File: src/rtl/rv_alu_pkg.sv
// Shared ALU operation encodings and result-entry type used by the
// ALU-operation decoder and the execute stage.
package rv_alu_pkg;

    localparam int ALU_OP_W = 3;
    localparam int ALU_XLEN = 32;
    localparam int ALU_RD_W = 5;

    localparam logic [ALU_OP_W-1:0] ALU_ADD = 3'b000;
    localparam logic [ALU_OP_W-1:0] ALU_SUB = 3'b001;
    localparam logic [ALU_OP_W-1:0] ALU_AND = 3'b010;
    localparam logic [ALU_OP_W-1:0] ALU_OR  = 3'b011;
    localparam logic [ALU_OP_W-1:0] ALU_EQ  = 3'b100;
    localparam logic [ALU_OP_W-1:0] ALU_LT  = 3'b101;

    typedef struct packed {
        logic [ALU_XLEN-1:0] result;
        logic                cond;
        logic [ALU_RD_W-1:0] rd;
        logic                we;
        logic                illegal;
    } alu_entry_t;

    // Compare ops are the only ones whose result bit 0 drives the branch condition.
    function automatic logic is_cond_op(input logic [ALU_OP_W-1:0] op);
        return (op == ALU_EQ) || (op == ALU_LT);
    endfunction

endpackage

File: src/rtl/alu_core.sv
// Purely combinational ALU: op/a/b to result, branch condition and
// reserved-code detection.
module alu_core
    import rv_alu_pkg::*;
#(
    parameter int XLEN = 32
) (
    input  logic [ALU_OP_W-1:0] op_i,
    input  logic [XLEN-1:0]     a_i,
    input  logic [XLEN-1:0]     b_i,
    output logic [XLEN-1:0]     result_o,
    output logic                cond_o,
    output logic                illegal_o
);

    // Operation select; reserved codes yield a zero result and flag illegal.
    always_comb begin
        result_o  = '0;
        illegal_o = 1'b0;
        case (op_i)
            ALU_ADD: result_o = a_i + b_i;
            ALU_SUB: result_o = a_i - b_i;
            ALU_AND: result_o = a_i & b_i;
            ALU_OR:  result_o = a_i | b_i;
            ALU_EQ:  result_o = {{(XLEN-1){1'b0}}, (a_i == b_i)};
            ALU_LT:  result_o = {{(XLEN-1){1'b0}}, ($signed(a_i) < $signed(b_i))};
            default: illegal_o = 1'b1;
        endcase
        cond_o = is_cond_op(op_i) & result_o[0];
    end

endmodule

File: src/rtl/alu_exec_stage.sv
// Registered ALU execute stage: one-cycle latency, valid/ready handshake
// with an output register plus a one-entry skid register.
module alu_exec_stage
    import rv_alu_pkg::*;
#(
    parameter int XLEN = 32,
    parameter int RD_W = 5
) (
    input  logic                clk,
    input  logic                rst_n,
    input  logic                flush,
    input  logic                in_valid,
    output logic                in_ready,
    input  logic [ALU_OP_W-1:0] in_alu_op,
    input  logic [XLEN-1:0]     in_a,
    input  logic [XLEN-1:0]     in_b,
    input  logic [RD_W-1:0]     in_rd,
    input  logic                in_we,
    output logic                out_valid,
    input  logic                out_ready,
    output logic [XLEN-1:0]     out_result,
    output logic                out_zero,
    output logic                out_cond,
    output logic [RD_W-1:0]     out_rd,
    output logic                out_we,
    output logic                out_illegal
);

    typedef struct packed {
        logic [XLEN-1:0] result;
        logic            cond;
        logic [RD_W-1:0] rd;
        logic            we;
        logic            illegal;
    } entry_t;

    entry_t     or_q, or_d;
    entry_t     sk_q, sk_d;
    logic       or_valid_q, or_valid_d;
    logic       sk_valid_q, sk_valid_d;
    entry_t     comp_s;
    logic [XLEN-1:0] core_result_s;
    logic       core_cond_s;
    logic       core_illegal_s;
    logic       fire_s;
    logic       or_load_s;

    alu_core #(.XLEN(XLEN)) u_alu_core (
        .op_i      (in_alu_op),
        .a_i       (in_a),
        .b_i       (in_b),
        .result_o  (core_result_s),
        .cond_o    (core_cond_s),
        .illegal_o (core_illegal_s)
    );

    // Build the entry captured on a fire; illegal ops never write back.
    always_comb begin
        comp_s         = '0;
        comp_s.result  = core_result_s;
        comp_s.cond    = core_cond_s;
        comp_s.rd      = in_rd;
        comp_s.we      = in_we & ~core_illegal_s;
        comp_s.illegal = core_illegal_s;
    end

    assign in_ready  = ~sk_valid_q;
    assign fire_s    = in_valid & in_ready & ~flush;
    assign or_load_s = ~or_valid_q | out_ready;

    // Next-state for output and skid registers; flush overrides everything.
    always_comb begin
        or_d       = or_q;
        sk_d       = sk_q;
        or_valid_d = or_valid_q;
        sk_valid_d = sk_valid_q;
        if (flush) begin
            or_valid_d = 1'b0;
            sk_valid_d = 1'b0;
        end else if (or_load_s) begin
            // SK valid implies in_ready=0, so no fire can collide with the move.
            if (sk_valid_q) begin
                or_d       = sk_q;
                or_valid_d = 1'b1;
                sk_valid_d = 1'b0;
            end else if (fire_s) begin
                or_d       = comp_s;
                or_valid_d = 1'b1;
            end else begin
                or_valid_d = 1'b0;
            end
        end else begin
            if (fire_s) begin
                sk_d       = comp_s;
                sk_valid_d = 1'b1;
            end else begin
                sk_valid_d = sk_valid_q;
            end
        end
    end

    // Stage state registers.
    always_ff @(posedge clk or negedge rst_n) begin
        if (!rst_n) begin
            or_q       <= '0;
            sk_q       <= '0;
            or_valid_q <= 1'b0;
            sk_valid_q <= 1'b0;
        end else begin
            or_q       <= or_d;
            sk_q       <= sk_d;
            or_valid_q <= or_valid_d;
            sk_valid_q <= sk_valid_d;
        end
    end

    assign out_valid   = or_valid_q;
    assign out_result  = or_q.result;
    assign out_zero    = (or_q.result == '0);
    assign out_cond    = or_q.cond;
    assign out_rd      = or_q.rd;
    assign out_we      = or_q.we;
    assign out_illegal = or_q.illegal;

endmodule

File: config.mk
export PLATFORM = sky130hd
export DESIGN_NAME = alu_exec_stage
export DESIGN_NICKNAME = d
export VERILOG_FILES = /design/src/rtl/rv_alu_pkg.sv /design/src/rtl/alu_core.sv /design/src/rtl/alu_exec_stage.sv
export SDC_FILE = /design/constraint.sdc
export NUM_CORES = 1
export LEC_CHECK = 0
export BUFFER_PORTS_ARGS = -buffer_cell sky130_fd_sc_hd__buf_4
export CAP_MARGIN = 40
export CORE_UTILIZATION = 50
export DETAILED_ROUTE_END_ITERATION = 8
export PLACE_DENSITY_LB_ADDON = 0.25
export SYNTH_ARGS = -nofsm -noshare
export SYNTH_HDL_FRONTEND = slang
export SYNTH_SLANG_ARGS = --single-unit
File: constraint.sdc
create_clock -name clk -period 4.5 [get_ports clk]
set_input_delay 0.225 -clock clk [delete_from_list [all_inputs] [get_ports clk]]
set_output_delay 0.225 -clock clk [all_outputs]
set_load 0.005 [all_outputs]
[Word-level counts from Yosys, hierarchy flattened]
Index checks and enable logic that the tools add are counted.
Operators by class
  shifts and indexed selects: 0
  reduce and logical (&&, ||, !) cells: 9
  divide/modulo/power cells: 0
  equal/unequal tests: 6
  multiply operators: 0
  bitwise operators: 11
  muxes and demuxes: 11
  magnitude comparators: 1
  add/subtract/negate cells: 2
Operator list (count)
  $pmux 32 s6: 1
  $mux 40: 2
  $add 32x32->32: 1
  $and 32x32->32: 1
  $eq 32x32->1: 1
  $logic_not 32->1: 1
  $lt 32x32->1: 1
  $or 32x32->32: 1
  $sub 32x32->32: 1
  $mux 1: 8
  $eq 3x2->1 const B: 2
  $eq 3x3->1 const B: 2
  $reduce_and 3->1: 2
  $reduce_or 6->1: 1
  $and 1x1->1: 4
  $not 1->1: 4
  $reduce_bool 2->1: 2
  $eq 3x1->1 const B: 1
  $logic_not 3->1: 1
  $reduce_bool 3->1: 1
  $logic_or 1x1->1: 1
  $or 1x1->1: 1
Word-level totals
  logic and storage cells: 52
  ROM bits: 0
  RAM bits: 0
  flip-flop bits (word level): 82
  memories kept: 0
  latch bits: 0

[Logic depth before layout (Yosys ltp)]
  depth in word-level cells: 7
  mapped depth: 12

[Modules after synthesis]
Synthesis repeated with hierarchy kept, for this count alone.
Second synthesis, totals
  cell total of the unflattened synthesis: 969
  area total of the unflattened synthesis: 8528.2 um2
By module, submodules not included
  alu_core: instances 1, area an instance 4739.5 um2, cells an instance 732
  alu_exec_stage: instances 1, area an instance 3788.6 um2, cells an instance 237

[Worst setup path after synthesis]
OpenSTA, ideal clock, no wires.
  kind: input -> register
  start point: input in_a[0]
  end point: register or_q, in the netlist out_result[24]
  stages on the path: 12
  setup time: 0.076 ns
  data arrival time: 2.653 ns
  setup slack: 1.770 ns
  path buffers: 0
  path through: inv_1 ha_1 fa_1 nor2_2 o311a_1 o211ai_2 o41a_4 o31a_1 o311ai_2 mux2i_1 nor3_1 o21ai_1
On the way
  longest elaborated chain between the ends: 4
  elaborated cells between the ends (all ways): 5
Ends and longest elaborated chain
  start: declaration: line alu_exec_stage.sv:15  | input logic [XLEN-1:0] in_a,
  $sub 32x32->32 / $add 32x32->32 (equally long branches): line alu_core.sv:22, alu_core.sv:21
  $pmux 32 s6 (*): line alu_core.sv:20  | case (op_i)
  $mux 40 (*): line alu_exec_stage.sv:86  | end else if (fire_s) begin
  $mux 40 (*): line alu_exec_stage.sv:82  | if (sk_valid_q) begin
  end signal: assignment: line alu_exec_stage.sv:110  | or_q <= or_d;
  end: declaration: line alu_exec_stage.sv:37  | entry_t or_q, or_d;
Mark *: on every way between the ends. The rest lies on a longest branch, timed or not. The select of a mux whose other input is x is not followed.
A chain may end at the register's enable or synchronous reset.

[Worst setup path after layout]
  start point: input in_a[4]
  end point: register sk_q[35] in the netlist's numbering
On the way
  longest elaborated chain between the ends: 2
  elaborated cells between the ends (all ways): 3
Ends and longest elaborated chain
  $sub 32x32->32 / $add 32x32->32 (equally long branches): line alu_core.sv:22, alu_core.sv:21
  $pmux 32 s6 (*): line alu_core.sv:20
  end signal: assignment: line alu_exec_stage.sv:111  | sk_q <= sk_d;
  end: declaration: line alu_exec_stage.sv:38  | entry_t sk_q, sk_d;
Mark *: on every way between the ends. The rest lies on a longest branch, timed or not.

==> metrics.cfg <==
[outcome]
outcome = complete, no violations

[final_layout]
fin_nets = 1407
instances_no_fill = 1455
final-seq-area_um2 = 2050
final_area_um2 = 9930
final_common_cell = nand2_1
area_growth_pct = 16.2
fillerInstances = 1564
drive_gt1_frac = 0.138
multi_input_area_um2 = 5870
layout_common_cells = 152 x nand2_1, 130 x buf_4, 105 x nor2_1
antenna_cells = 0

[routing]
wirelength_um = 26600
via_count = 8804
drt_iter0_drc = 793
post_drt_via_cell_ratio = 6.05
drtAntennaViolNets = 0
drcViolationCount = 0
avgRoutedWirePerCell_um = 18.3
first_pass_iters = 7

[sta]
setup_violations = 0
layout_min_cycle_time_ps = 3040
max_freq_mhz = 329
worst_pin_slew_ps = 811
rsz0062_at_grt = false
hold_violations = 0
fin_worst_skew_ps = 7.91
tns_ps = 0
post-route-period-util = 0.675
slew_violations = 0
hold_ws_ps = 83.4
slew_headroom = 0.458

[cts]
numCtsBuffers = 9
clock_sinks = 82
cts_tree = done
cts_buffer_depth = 2
h-tree-depth = 3
clk_latency_ps = 340
root_buffer = clkbuf_16
clkSlewWorstSetupHoldPaths_ps = 60

[floorplan]
chipWidth_um = 133
ios = 121
start_util = 0.513
coreArea_um2 = 16600
rows = 47
fp.dieH_um = 133
dieArea_um2 = 17600

[synth]
synth_top_flop_cell = dfrtp_1
synth-seq-cells = 82
synth.cell_area_um2 = 8540
yosysUniqueCellTypes = 80
postSynth.asyncResetShare = 1.00
ys_warn_count = 0
synth_edf_count = 0
synth_nets = 1328
yosysTopAreaCell = dfrtp_1
ys_seq_area_frac = 0.240
synth_area_leaders = dfrtp_1 24%, ha_1 14%, nand2_1 6.7%
synthCells = 1151
syn_avg_cell_area_um2 = 7.42
netlist.area_leader.share = 0.240

[grt]
grt_usage = 0.307
grt_pass1_wl_um = 43100
grt_max_degree = 65
grt_pass1_vias = 8124
antenna_found_initial = 0
grt-ovfl-total = 0

[power]
netSwitchingFraction = 0.355
cellPowerDensity_nw_per_um2 = 282
leakagePower_nw = 4.72
p_comb_frac = 0.369
p_sw_w = 0.000993
seq_power_share = 0.348
internal-power_w = 0.00181
ir_drop_v = 0.000213
clkPwrFrac = 0.282

[hold_path]
hold_start = flush
hp-class = primary input to flop

[worst_setup_path]
startpoint_type = primary input
crit_path_end_kind = flop
cp_max_fo = 7
cp-startpoint = in_a[4]
crit_path_frequent_cell = o21ai_1
crit_path_max_incr_delay_ps = 430
r2r-start = sk_valid_q$_DFFE_PN0P_
required_ps = 4690
slowest_stage = a211oi_2
crit_arrival_ps = 3230
crit_chain = buf_4, inv_1, ha_1, a2111oi_1, o21ai_1, a22oi_2, o21ai_1, a211oi_2, o31ai_1, mux2_1, nor3_2, o21ai_1
path_class = primary input to flop

[placed_design]
portBuffers = 120
place_congestion = 1.01
place_area_um2 = 9590
post-place-cells = 1438
hpwl_um = 20400

[job]
maxCapViolations = 0

## worst max-delay path: cells and delay by family
family | cells | cell delay, ps
AO/OA/AOI/OAI | 7 | 1830
adder cells (fa/ha/maj) | 1 | 400
buffers and inverters | 2 | 130
multiplexers | 1 | 350
AND/OR/NAND/NOR | 1 | 290
## repair_timing
action | in CTS | in global routing
hold endpoints to repair | 18 | 0
hold buffers | 1 | 0
buffers inserted | 0 | 0
resized for setup | 0 | 0
## registers in the layout, summed over array words and instances (netlist names)
register     cells
sk_q            40
out_result      32
out_cond         1
sk_valid_q       1
out_rd           5
out_illegal      1
out_valid        1
out_we           1
## power groups by stage
stage          Combinational, W  Clock [W]  Sequential, W
2_1_floorplan          0.000638          0       0.000963
3_3_place_gp           0.000999          0       0.000980
3_5_place_dp            0.00101          0       0.000986
4_1_cts                 0.00102   0.000799       0.000974
5_1_grt                 0.00114   0.000835       0.000991
6_report                0.00103   0.000790       0.000976
## synthesized netlist by cell type, drive strengths merged (5+ instances only)
cell type,count
a21oi,94
nor2b,8
nor2,106
o22ai,5
o21ai,115
clkbuf,56
a21o,8
mux2i,20
o221ai,9
xnor2,14
nand2,152
and2,6
o21a,11
nand3,22
nand2b,10
o211ai,16
or3,9
buf,9
nor3,27
o31ai,17
and3,13
a221oi,6
a31oi,17
dfrtp,82
a211oi,17
nor4,15
o31a,5
inv,100
nand4,7
ha,97
o21bai,15
## through the flow
step	power, W	utilization	setup slack [ps]
after floorplan	0.00160	-	1770
after global placement	0.00198	0.574	1250
after detailed placement	0.00200	0.576	1230
after CTS	0.00279	0.597	1580
after global routing	0.00297	0.597	1340
final	0.00280	0.597	1460
## area by class of cell
| type | count | area share |
|---|---|---|
| inverter | 101 | 0.0382 |
| multi-input combinational | 903 | 0.591 |
| clock buffer | 10 | 0.0241 |
| tap | 220 | 0.0277 |
| sequential | 82 | 0.207 |
| timing repair buffer | 133 | 0.104 |
| clock inverter | 6 | 0.00907 |
## cells by family (layout without fill, tap and decap cells)
family	after synthesis	in the layout	share of synthesized area
and+or+nand+nor	389	389	0.205
AOI/OAI and AO/OA	372	372	0.284
buffers and inverters	166	250	0.0739
adders and majority gates	99	99	0.147
DFF	82	82	0.240
muxes	25	25	0.0318
xor gates and xnor gates	18	18	0.0185
## per-layer routing
metal	vias up	global-route usage	share of wire
met5	-	0	0
met4	0	0.0722	0.018
met3	48	0.0525	0.082
met2	374	0.473	0.43
met1	4166	0.445	0.47
li1	4216	-	-
## final timing paths
path / to / slack (ps) / cells after the start
min in group asynchronous: sk_q[14]$_DFFE_PN0P_ / 310 / 2
min reg2reg: sk_q[14]$_DFFE_PN0P_ / 470 / 2
max in group asynchronous: sk_q[26]$_DFFE_PN0P_ / 3600 / 3
min: out_valid$_DFFE_PN0N_ / 80 / 2
max reg2reg: out_result[20]$_DFFE_PN0P_ / 1980 / 6
max: sk_q[35]$_DFFE_PN0P_ / 1460 / 12
(Power assumes the default switching activity.)
